==> config.mk <==
export PLATFORM = sky130hd
export DESIGN_NAME = dm_stage_lsu
export DESIGN_NICKNAME = d
export VERILOG_FILES = /design/src/rtl/dm_stage_lsu.sv
export SDC_FILE = /design/constraint.sdc
export NUM_CORES = 1
export LEC_CHECK = 0
export ABC_AREA = 1
export ABC_CLOCK_PERIOD_IN_PS = 5300
export CAP_MARGIN = 20
export CORE_MARGIN = 4
export CORE_UTILIZATION = 45
export DETAILED_ROUTE_END_ITERATION = 6
export DONT_BUFFER_PORTS = 1
export PLACE_DENSITY = 0.64
export SYNTH_ARGS = -nofsm -noshare
export SYNTH_HDL_FRONTEND = slang
export SYNTH_SLANG_ARGS = --single-unit
export TNS_END_PERCENT = 100
==> constraint.sdc <==
create_clock -name clk -period 5.3 [get_ports clk]
set_input_delay 0.795 -clock clk [delete_from_list [all_inputs] [get_ports clk]]
set_output_delay 0.795 -clock clk [all_outputs]
set_load 0.02 [all_outputs]
==> src/rtl/dm_stage_lsu.sv <==
// MIPS32 data-memory stage LSU: EX/DM request -> dmem req/ready, load align/extend, store lane enables.
// Latency: non-memory ops 0 added cycles; memory ops IDLE + >=1 ACCESS + DONE (3 cycles minimum).
// Backpressure: dm_stall holds upstream and DM/WB until DONE; `define DM_TIMEOUT_EN bounds ACCESS and adds bus_err.
module dm_stage_lsu #(
    parameter int TIMEOUT_CYCLES = 16
) (
    input  logic        clk,
    input  logic        rst_n,
    input  logic        valid_ex_dm,
    input  logic        mem_r_en_ex_dm,
    input  logic        mem_w_en_ex_dm,
    input  logic [1:0]  mem_size_ex_dm,
    input  logic        mem_unsigned_ex_dm,
    input  logic [31:0] alu_result_ex_dm,
    input  logic [31:0] mem_data_w_ex_dm,
    output logic        dmem_req,
    output logic        dmem_we,
    output logic [31:0] dmem_addr,
    output logic [3:0]  dmem_be,
    output logic [31:0] dmem_wdata,
    input  logic        dmem_ready,
    input  logic [31:0] dmem_rdata,
    output logic [31:0] regfile_data_w,
    output logic        dm_stall,
    output logic        misalign_exc
`ifdef DM_TIMEOUT_EN
    ,
    output logic        bus_err
`endif
);

    typedef enum logic [1:0] {IDLE = 2'd0, ACCESS = 2'd1, DONE = 2'd2} state_t;

    state_t      state_q, state_d;
    logic [31:0] ld_q;
    logic        mem_op, misalign, go, is_load, tmo_hit;
    logic [3:0]  be_d;
    logic [31:0] wdata_d, ld_ext;
    logic [7:0]  ld_byte;
    logic [15:0] ld_half;

    assign mem_op   = valid_ex_dm & (mem_r_en_ex_dm | mem_w_en_ex_dm);
    assign misalign = ((mem_size_ex_dm == 2'b01) & alu_result_ex_dm[0]) |
                      (mem_size_ex_dm[1] & (alu_result_ex_dm[1:0] != 2'b00));
    assign go       = mem_op & ~misalign;
    // A simultaneous read and write is treated as a store.
    assign is_load  = mem_r_en_ex_dm & ~mem_w_en_ex_dm;

`ifdef DM_TIMEOUT_EN
    localparam int CW = $clog2(TIMEOUT_CYCLES + 1);
    logic [CW-1:0] tmo_cnt_q;

    assign tmo_hit = (state_q == ACCESS) && !dmem_ready && (tmo_cnt_q == CW'(TIMEOUT_CYCLES - 1));

    always_ff @(posedge clk or posedge rst_n) begin
        if (rst_n) begin
            tmo_cnt_q <= '0;
            bus_err   <= 1'b0;
        end else begin
            if (state_q == IDLE)
                tmo_cnt_q <= '0;
            else if (state_q == ACCESS && !dmem_ready)
                tmo_cnt_q <= tmo_cnt_q + 1'b1;
            if (tmo_hit)
                bus_err <= 1'b1;
            else if (state_q == DONE)
                bus_err <= 1'b0;
        end
    end
`else
    assign tmo_hit = 1'b0;
`endif

    always_comb begin
        be_d    = 4'b1111;
        wdata_d = mem_data_w_ex_dm;
        case (mem_size_ex_dm)
            2'b00: begin
                be_d    = 4'b0001 << alu_result_ex_dm[1:0];
                wdata_d = {4{mem_data_w_ex_dm[7:0]}};
            end
            2'b01: begin
                be_d    = alu_result_ex_dm[1] ? 4'b1100 : 4'b0011;
                wdata_d = {2{mem_data_w_ex_dm[15:0]}};
            end
            default: ;
        endcase
        if (!mem_w_en_ex_dm)
            wdata_d = '0;
    end

    // EX/DM is frozen by dm_stall, so its size/address still describe the load during DONE.
    always_comb begin
        ld_byte = ld_q[{alu_result_ex_dm[1:0], 3'b000} +: 8];
        ld_half = alu_result_ex_dm[1] ? ld_q[31:16] : ld_q[15:0];
        case (mem_size_ex_dm)
            2'b00:   ld_ext = {{24{ld_byte[7] & ~mem_unsigned_ex_dm}}, ld_byte};
            2'b01:   ld_ext = {{16{ld_half[15] & ~mem_unsigned_ex_dm}}, ld_half};
            default: ld_ext = ld_q;
        endcase
    end

    always_ff @(posedge clk or posedge rst_n) begin
        if (rst_n)
            state_q <= IDLE;
        else
            state_q <= state_d;
    end

    always_comb begin
        state_d = state_q;
        case (state_q)
            IDLE:    if (go) state_d = ACCESS;
            ACCESS:  if (dmem_ready || tmo_hit) state_d = DONE;
            DONE:    state_d = IDLE;
            default: state_d = IDLE;
        endcase
    end

    always_comb begin
        dm_stall       = ((state_q == IDLE) && go) || (state_q == ACCESS);
        misalign_exc   = (state_q == IDLE) && mem_op && misalign;
        regfile_data_w = ((state_q == DONE) && is_load) ? ld_ext : alu_result_ex_dm;
    end

    always_ff @(posedge clk or posedge rst_n) begin
        if (rst_n) begin
            dmem_req   <= 1'b0;
            dmem_we    <= 1'b0;
            dmem_addr  <= '0;
            dmem_be    <= '0;
            dmem_wdata <= '0;
            ld_q       <= '0;
        end else begin
            case (state_q)
                IDLE: if (go) begin
                    dmem_req   <= 1'b1;
                    dmem_we    <= mem_w_en_ex_dm;
                    dmem_addr  <= {alu_result_ex_dm[31:2], 2'b00};
                    dmem_be    <= be_d;
                    dmem_wdata <= wdata_d;
                end
                ACCESS: if (dmem_ready) begin
                    dmem_req <= 1'b0;
                    ld_q     <= dmem_rdata;
                end else if (tmo_hit) begin
                    dmem_req <= 1'b0;
                    ld_q     <= '0;
                end
                default: ;
            endcase
        end
    end

endmodule

==> results.json, run 1 <==
{
  "synth_simple_gate_area_share_pct": 28.7,
  "insertion_delay_ns": 0.34,
  "io_pins": 209,
  "maxSlewHeadroom_pct": 35.4,
  "cts_buffers": 9,
  "cts_max_path_buffers": 2,
  "synth_top_family_by_area": "simple AND/OR/NAND/NOR gates",
  "synthCells": 743,
  "skew_ns": 0.00368,
  "place_hpwl_um": 11900,
  "rsz0062_at_grt": "false",
  "ys.flop_type": "dfrtp_1",
  "setup_viol": 0,
  "via_per_inst": 5.39,
  "timing.rr.end": "dmem_wdata[21]",
  "syn2layout_area_growth_pct": 6.10,
  "die_area_um2": 13700,
  "wire_per_inst_um": 18.3,
  "fp.coreArea_um2": 11500,
  "layout_min_cycle_time_ns": 3.33,
  "startpoint_type": "primary input",
  "cts.clk_slew.worst_paths_ns": 0.07,
  "rr_worst_depth": 7,
  "finish.net_count": 824,
  "final_common_cell": "nand2_1",
  "post_cts_resized": 0,
  "synth_xor_area_share_pct": 0,
  "setup.worst_path.end_class": "output port",
  "rrSetupSlack_ns": 2.69,
  "preCtsSetupSlack_ns": 1.92,
  "synth-compound-area-share_pct": 13.0,
  "drt_iter0_markers": 375,
  "n_antenna_cell": 0,
  "die_w_um": 117,
  "cts_hold_buf": 0,
  "fin_ws_ns": 1.97,
  "wirelength_um": 15800,
  "layout_common_cells": "310 x nand2_1, 102 x dfrtp_1, 83 x inv_1",
  "grtUsageTotal_pct": 22.9,
  "hold_violations": 0,
  "async_reset_ff_share_pct": 100,
  "drt_pass1_iterations": 5,
  "io_buffers": 0,
  "critPathMaxFanout": 33,
  "synth_seq_cells": 102,
  "drc": 0,
  "drv_slew": 0,
  "ys_types": 30,
  "ir_drop_mv": 0.206,
  "synth_area_um2": 5330,
  "grt_pass1_vias": 4515,
  "cts_htree_levels": 3,
  "grt_overflow": 0,
  "clockRootBuffer": "clkbuf_16",
  "synth-adder-area-share_pct": 0,
  "fmax_mhz": 300,
  "rows": 39,
  "min_period_over_period_pct": 62.8,
  "status": "complete, no violations",
  "synthMuxAreaShare_pct": 0.188,
  "synth_edf_count": 0,
  "critical_path_required_ns": 4.51,
  "die_y_um": 117,
  "post_cts_buffers": 0,
  "grt_antenna_before_repair": 0,
  "initial_core_util_pct": 46.3,
  "dr_total_vias": 4674,
  "ant_nets": 0,
  "gp_congestion": 0.907,
  "syn_avg_cell_area_um2": 7.18,
  "clock_sinks": 102,
  "worst_pin_slew_ns": 0.970,
  "cp.arrival_ns": 2.54,
  "path_class": "in2out",
  "ys_warn_count": 0,
  "leakage_nw": 3.07,
  "grt_max_degree": 99,
  "powerDensity_nw_per_um2": 455,
  "r2r_start": "state_q[1]",
  "layout-drive-gt1-share_pct": 6.22,
  "cap_violations": 0,
  "ys_seq_area_share_pct": 47.9,
  "cts_tree": "done",
  "grt_pass1_wl_um": 24000,
  "fin_setup_tns_ns": 0,
  "hp-class": "in2async"
}
==> worst max path at each step <==
stage                      startpoint                 end  slack (ns)  cells after the start
floorplan                       rst_n       dmem_addr[10]        1.83                      1
global placement    mem_size_ex_dm[1]  regfile_data_w[10]        2.03                      5
CTS                 mem_size_ex_dm[1]  regfile_data_w[28]        1.92                      5
detailed placement  mem_size_ex_dm[1]  regfile_data_w[28]        1.92                      5
global route        mem_size_ex_dm[1]  regfile_data_w[28]        1.77                      5
finish              mem_size_ex_dm[1]  regfile_data_w[28]        1.97                      5
==> registers in the layout, indices dropped and copies added, names as in the netlist <==
signal,cells
dmem_be,4
dmem_wdata,32
dmem_we,1
ld_q,32
dmem_req,1
dmem_addr,30
state_q,2
==> worst max-delay path, stage by stage <==
cell     delay (ns)
nor2_4         0.44
nand3_1        0.76
nand3_1        0.29
nand2_1        0.08
inv_1          0.16
==> per-layer routing <==
metal,routed length (um),global-route usage [%]
met1,6590,30.6
met2,7460,36.1
met3,1410,5.81
met4,378,8.18
met5,0,0
==> cell families after synthesis <==
logic type      Yosys count
mux                       1
buf+inv                 126
other cells               1
simple gates            387
flops                   102
compound gates          126
==> stage by stage <==
stage          std cells  utilization (%)  hold WS, ns  power [W]  cell area (um2)
2_1_floorplan        744                -        0.442    0.00172             5340
3_3_place_gp         851             46.3        0.462    0.00185             5330
3_5_place_dp         851             46.3        0.462    0.00187             5330
4_1_cts              867             49.1        0.382    0.00259             5660
5_1_grt              867             49.1        0.404    0.00273             5660
6_report             867             49.1        0.360    0.00257             5660
==> Yosys cell counts, types with 2 or more instances <==
cell	instances	area share [%]
o22ai_1	4	0.47
nand3_1	29	2.7
nor2_2	2	0.23
o21ai_0	47	4.4
nand2_2	2	0.23
nand2_1	310	22
buf_2	17	1.6
o21ai_2	11	1.8
dfrtp_1	102	48
inv_1	84	5.9
buf_4	6	0.84
o21ai_1	30	2.8
a21oi_1	31	2.9
buf_6	3	0.63
clkbuf_1	12	0.84
nor2_1	36	2.5
or2_2	2	0.23
inv_2	3	0.21
==> final cells by class <==
class	count	area (um2)
multi-input combinational	516	2250
inverter	87	329
clock inverter	6	83.8
timing repair buffer	3	22.5
tap	143	179
sequential	102	2550
fill	1204	5860
clock buffer	10	239
==> where the power goes <==
part           internal, W  switching [W]
Clock             0.000426       0.000292
Combinational     0.000153       0.000305
Sequential         0.00102       0.000381
Power figures use the tool's default switching activity.
==> inputs of run 2 (changes only) <==
--- a/config.mk
+++ b/config.mk
@@ -6,7 +6,7 @@
 export NUM_CORES = 1
 export LEC_CHECK = 0
 export ABC_AREA = 1
-export ABC_CLOCK_PERIOD_IN_PS = 5300
+export ABC_CLOCK_PERIOD_IN_PS = 3200
 export CAP_MARGIN = 20
 export CORE_MARGIN = 4
 export CORE_UTILIZATION = 45
==> constraint.sdc (replaced) <==
create_clock -name clk -period 3.2 [get_ports clk]
set_input_delay 0.48 -clock clk [delete_from_list [all_inputs] [get_ports clk]]
set_output_delay 0.48 -clock clk [all_outputs]
set_load 0.02 [all_outputs]
==> run 2 against run 1 <==
  * Cell count grew 0.58%
  * Global-route usage shrank 0.18 points
  * Critical path depth grew 1
  * Die area is the same
  * Wire length shrank 0.93%
  * Sequential share of layout area shrank 0.27 points
  * Power grew 62%
  * Sequential cell count is the same
  * Hold slack lost 0.28 ns
  * Non-clock buffer count grew 5
  * Largest cell class unchanged
==> results.json, run 2 (synthesis gave the netlist of run 1 again) <==
{
  "ir_drop_mv": 0.316,
  "cp.arrival_ns": 1.90,
  "fin_area_um2": 5690,
  "setup.worst_path.end_class": "output port",
  "setup_viol": 0,
  "powerDensity_nw_per_um2": 735,
  "leakage_nw": 3.09,
  "hold_violations": 0,
  "worst_hold_slack_ns": 0.0765,
  "syn2layout_area_growth_pct": 6.74,
  "die_w_um": 117,
  "cts.clk_slew.worst_paths_ns": 0.07,
  "cts_buffers": 9,
  "cts_tree": "done",
  "grt_use_met2_pct": 35.7,
  "worst_pin_slew_ns": 0.726,
  "critical_path_required_ns": 2.72,
  "cap_violations": 0,
  "place_hpwl_um": 11700,
  "fin_setup_tns_ns": 0,
  "skew_ns": 0.00743,
  "io_pins": 209,
  "final_common_cell": "nand2_1",
  "grt.met3_usage_pct": 5.40,
  "wire_per_inst_um": 18.0,
  "io_buffers": 0,
  "die_y_um": 117,
  "grt_overflow": 0,
  "gr-max-usage-layer": "met2",
  "wirelength_um": 15700,
  "finish.net_count": 829,
  "clock_sinks": 102,
  "grt_pass1_wl_um": 23700,
  "rrSetupSlack_ns": 1.11,
  "drv_slew": 0,
  "post_cts_buffers": 0,
  "cts_max_path_buffers": 2,
  "die_area_um2": 13700,
  "placed_cell_area_um2": 5380,
  "n_antenna_cell": 0,
  "grtUsageMet1_pct": 31.1,
  "critPathMaxFanout": 16,
  "clockRootBuffer": "clkbuf_16",
  "initial_core_util_pct": 46.3,
  "rsz0062_at_grt": "false",
  "layout_min_cycle_time_ns": 2.38,
  "path_class": "reg2out",
  "fmax_mhz": 421,
  "post_cts_resized": 0,
  "drt_pass1_iterations": 5,
  "gp_congestion": 0.869,
  "fin_ws_ns": 0.825,
  "rows": 39,
  "biggestRegsByFlops": "dmem_wdata (32), ld_q (32), dmem_addr (30)",
  "grt_max_degree": 75,
  "maxSlewHeadroom_pct": 51.6,
  "status": "complete, no violations",
  "drc": 0,
  "startpoint_type": "flip-flop",
  "via_per_inst": 5.36,
  "dr_total_vias": 4678,
  "layout-drive-gt1-share_pct": 6.86,
  "layout_common_cells": "310 x nand2_1, 102 x dfrtp_1, 83 x inv_1",
  "grt_pass1_vias": 4345,
  "fp.coreArea_um2": 11500,
  "insertion_delay_ns": 0.35,
  "min_period_over_period_pct": 74.2,
  "drt_iter0_markers": 462,
  "ant_nets": 0,
  "grtUsageTotal_pct": 22.7,
  "hp-class": "in2async",
  "grt_antenna_before_repair": 0,
  "cts_htree_levels": 3,
  "cts_hold_buf": 0,
  "preCtsSetupSlack_ns": 0.981,
  "post-route-util_pct": 49.4
}
## run 2: changes by cell type in the layout (fill, tap and decap cells not counted)
cell	before	now
buf_4	3	7
clkinv_2	3	1
buf_12	0	1
clkinvlp_4	0	1
inv_6	1	0
clkbuf_8	1	5
bufinv_16	2	0
## run 2: worst paths after layout
check | start | end | depth (start not counted)
max | ld_q[15] | regfile_data_w[29] | 6
min | rst_n | dmem_addr[6] | 1
max reg2reg | state_q[1] | dmem_wdata[21] | 7
min reg2reg | ld_q[0] | ld_q[0] | 2
max in group asynchronous | rst_n | dmem_addr[8] | 2
min in group clk | dmem_ready | state_q[0] | 1
## run 2: where the power goes
group | switching, W | internal, W
logic | 0.000502 | 0.000260
registers | 0.000626 | 0.00168
clock network | 0.000477 | 0.000633
total | 0.00160 | 0.00258
## run 2: cell type report
class | instances | area [um2]
Fill cell | 1164 | 5830
Sequential cell | 102 | 2550
Multi-Input combinational cell | 516 | 2250
Inverter | 87 | 329
Clock buffer | 14 | 294
Tap cell | 143 | 179
Timing Repair Buffer | 8 | 72.6
Clock inverter | 2 | 12.5
## run 2: layer usage
metal	vias up	routed length, um
li1	2258	-
met3	16	1370
met4	0	236
met2	189	7360
met5	-	0
met1	2215	6730
## run 2: per-stage QoR
step                std cells  total power [W]
floorplan                 744          0.00284
global placement          856          0.00306
detailed placement        856          0.00310
CTS                       872          0.00422
global route              872          0.00444
finish                    872          0.00418
## run 2: critical path, cell delays in order, from the launching register on
cell and delay (ns):
dfrtp_1 0.34, inv_1 0.08, o21ai_0 0.27, nand3_2 0.32, nand3_1 0.27, nand2_1 0.09, inv_1 0.16
==> RTL change: new RTL, flow settings as in run 2 <==
The 3 states of `state_t` get a one-hot encoding in 3 bits.
--- a/src/rtl/dm_stage_lsu.sv
+++ b/src/rtl/dm_stage_lsu.sv
@@ -29,7 +29,7 @@
 `endif
 );
 
-    typedef enum logic [1:0] {IDLE = 2'd0, ACCESS = 2'd1, DONE = 2'd2} state_t;
+    typedef enum logic [2:0] {IDLE = 3'b001, ACCESS = 3'b010, DONE = 3'b100} state_t;
 
     state_t      state_q, state_d;
     logic [31:0] ld_q;
Formal check against the unedited RTL: same outputs for any inputs over 10 cycles, from zero or initial values and one cycle with rst_n high; not proved beyond that.
==> RTL change against run 2 <==
- total power decreased by 5.1%
- final cell count decreased by 2.4%
- synthesized area decreased by 0.16%
- final area decreased by 1.4%
- setup slack got worse by 210 ps
- worst hold slack improved by 130 ps
- register-to-register slack got worse by 60 ps
- sequential cell count increased by 1
- routed wire length decreased by 1.4%
- largest cell class unchanged
==> RTL change: results (changes against run 2) <==
run status: finished, final reports clean
Placement Setup Slack: 815 ps (-166 ps)
Worst path slowest cell: dfstp_2
Leak: 3.00 nW (-2.9%)
Sum Neg Setup Slack: 0 ps (unchanged)
Detail Placement HPWL: 11600 um (-0.74%)
Seq/Total Area, Yosys: 0.484 (+0.00572)
vias in the first global route: 4256 (-2.0%)
antenna violations before repair: 0 (unchanged)
share of layout cells above drive strength 1: 0.0579 (-0.0107)
critical path's largest stage delay: 560 ps (+220 ps)
clk_lat worst skew: 350 ps (about the same)
critical-path maximum fanout: 40 (+24)
first-pass GRT wire length: 23100 um (-2.6%)
most frequent cells after synthesis: nand2_1 (297), dfrtp_1 (102), inv_1 (76)
Peak VDD IR: 0.000267 V (-16%)
xor and xnor area share after synthesis: 0 (unchanged)
Compound-Gate Fraction of Synth Area: 0.134 (+0.00327)
CTS H-tree depth: 3 (unchanged)
Area contributors post-synth: dfrtp_1 (48%), nand2_1 (21%), o21ai_0 (5.6%)
RD Place Congestion: 0.881 (+1.5%)
CTS max path bufs: 2 (unchanged)
number of detailed-route iterations in the first pass: 5 (unchanged)
ANT cells: 0 (unchanged)
Max-slew headroom: 0.401 (-0.115)
# port buffers: 0 (unchanged)
multiplexer share of the synthesized area: 0.00376 (+0.00188)
routed vias: 4534 (-3.1%)
clock skew: 6.84 ps (-0.592 ps)
Hold Crit Class: primary input to asynchronous set/reset pin
Largest regs: dmem_wdata x32, ld_q x32, dmem_addr x30
largest net degree at the start of global routing: 73 (-2.7%)
fraction of the mapped netlist area in adder cells: 0 (unchanged)
Clk pin slew, worst setup/hold paths: 70 ps (about the same)
Root Driver: clkbuf_16
Final #Nets: 811 (-2.2%)
GR Util All Layers: 0.221 (-0.00563)
fillers: 1198 (+2.9%)
Async S/R FF share, synth: 1.00 (unchanged)
final WL: 15500 um (-1.4%)
cts bufs inserted: 9 (unchanged)
Distinct cells, synth: 33 (+10%)
internal power: 2.50 mW (-3.1%)
initial drt markers: 491 (+6.3%)
Warnings, synthesis: 0 (unchanged)
post-CTS sizing: 0 (unchanged)
post-CTS setup buffer count: 0 (unchanged)
[RTL change: power by group through the flow]
stage / clock [mW] / sequential (mW) / combinational, mW
after floorplan: 0 / 2.16 / 0.552
after global placement: 0 / 2.28 / 0.636
after detailed placement: 0 / 2.28 / 0.654
after CTS: 1.08 / 2.26 / 0.658
after global routing: 1.14 / 2.31 / 0.763
final: 1.05 / 2.26 / 0.654
[RTL change: logic make-up (layout without fill, tap and decap cells)]
family	after synthesis	after routing
AND/OR/NAND/NOR	365	365
buffers and inverters	122	103
AO/OA/AOI/OAI	133	133
flip-flops	103	103
multiplexers	2	2
other	1	2
[RTL change: critical path, delay by kind of cell (launching register included)]
family / cells / cell delay (ps)
and+or+nand+nor: 2 / 220
AOI/OAI and AO/OA: 2 / 550
buffers and inverters: 1 / 410
DFF: 1 / 560
[RTL change: final cells by class]
type	instances	share of cell area
sequential	103	0.460
multi-input combinational	502	0.396
inverter	84	0.0566
clock buffer	11	0.0415
tap	143	0.0319
timing repair buffer	6	0.00803
clock inverter	2	0.00624
[RTL change: worst paths after layout]
check	from	to	slack, ps	cells after the start
setup reg to reg	state_q[2]	ld_q[21]	1050	4
min in group clk	dmem_rdata[0]	ld_q[0]	240	2
max in group asynchronous	rst_n	dmem_addr[20]	2180	2
hold reg to reg	ld_q[6]	ld_q[6]	490	2
setup / recovery	state_q[0]	regfile_data_w[7]	620	5
hold / removal	rst_n	ld_q[0]	200	1
[RTL change: stage by stage]
step | util | instance area (um2) | power [mW] | cells | hold WS, ps
2_1_floorplan | - | 5330 | 2.71 | 727 | 449
3_3_place_gp | 0.464 | 5340 | 2.91 | 838 | 470
3_5_place_dp | 0.464 | 5340 | 2.94 | 838 | 475
4_1_cts | 0.487 | 5610 | 4.00 | 851 | 228
5_1_grt | 0.487 | 5610 | 4.21 | 851 | 230
6_report | 0.487 | 5610 | 3.97 | 851 | 203
[RTL change: layer usage]
metal  vias to the layer above  global-route usage  wire length, um
met1                      2110               0.291             6680
li1                       2223                   -                -
met5                         -                   0                0
met2                       183               0.336             6960
met4                         0              0.0604              233
met3                        18              0.0943             1600
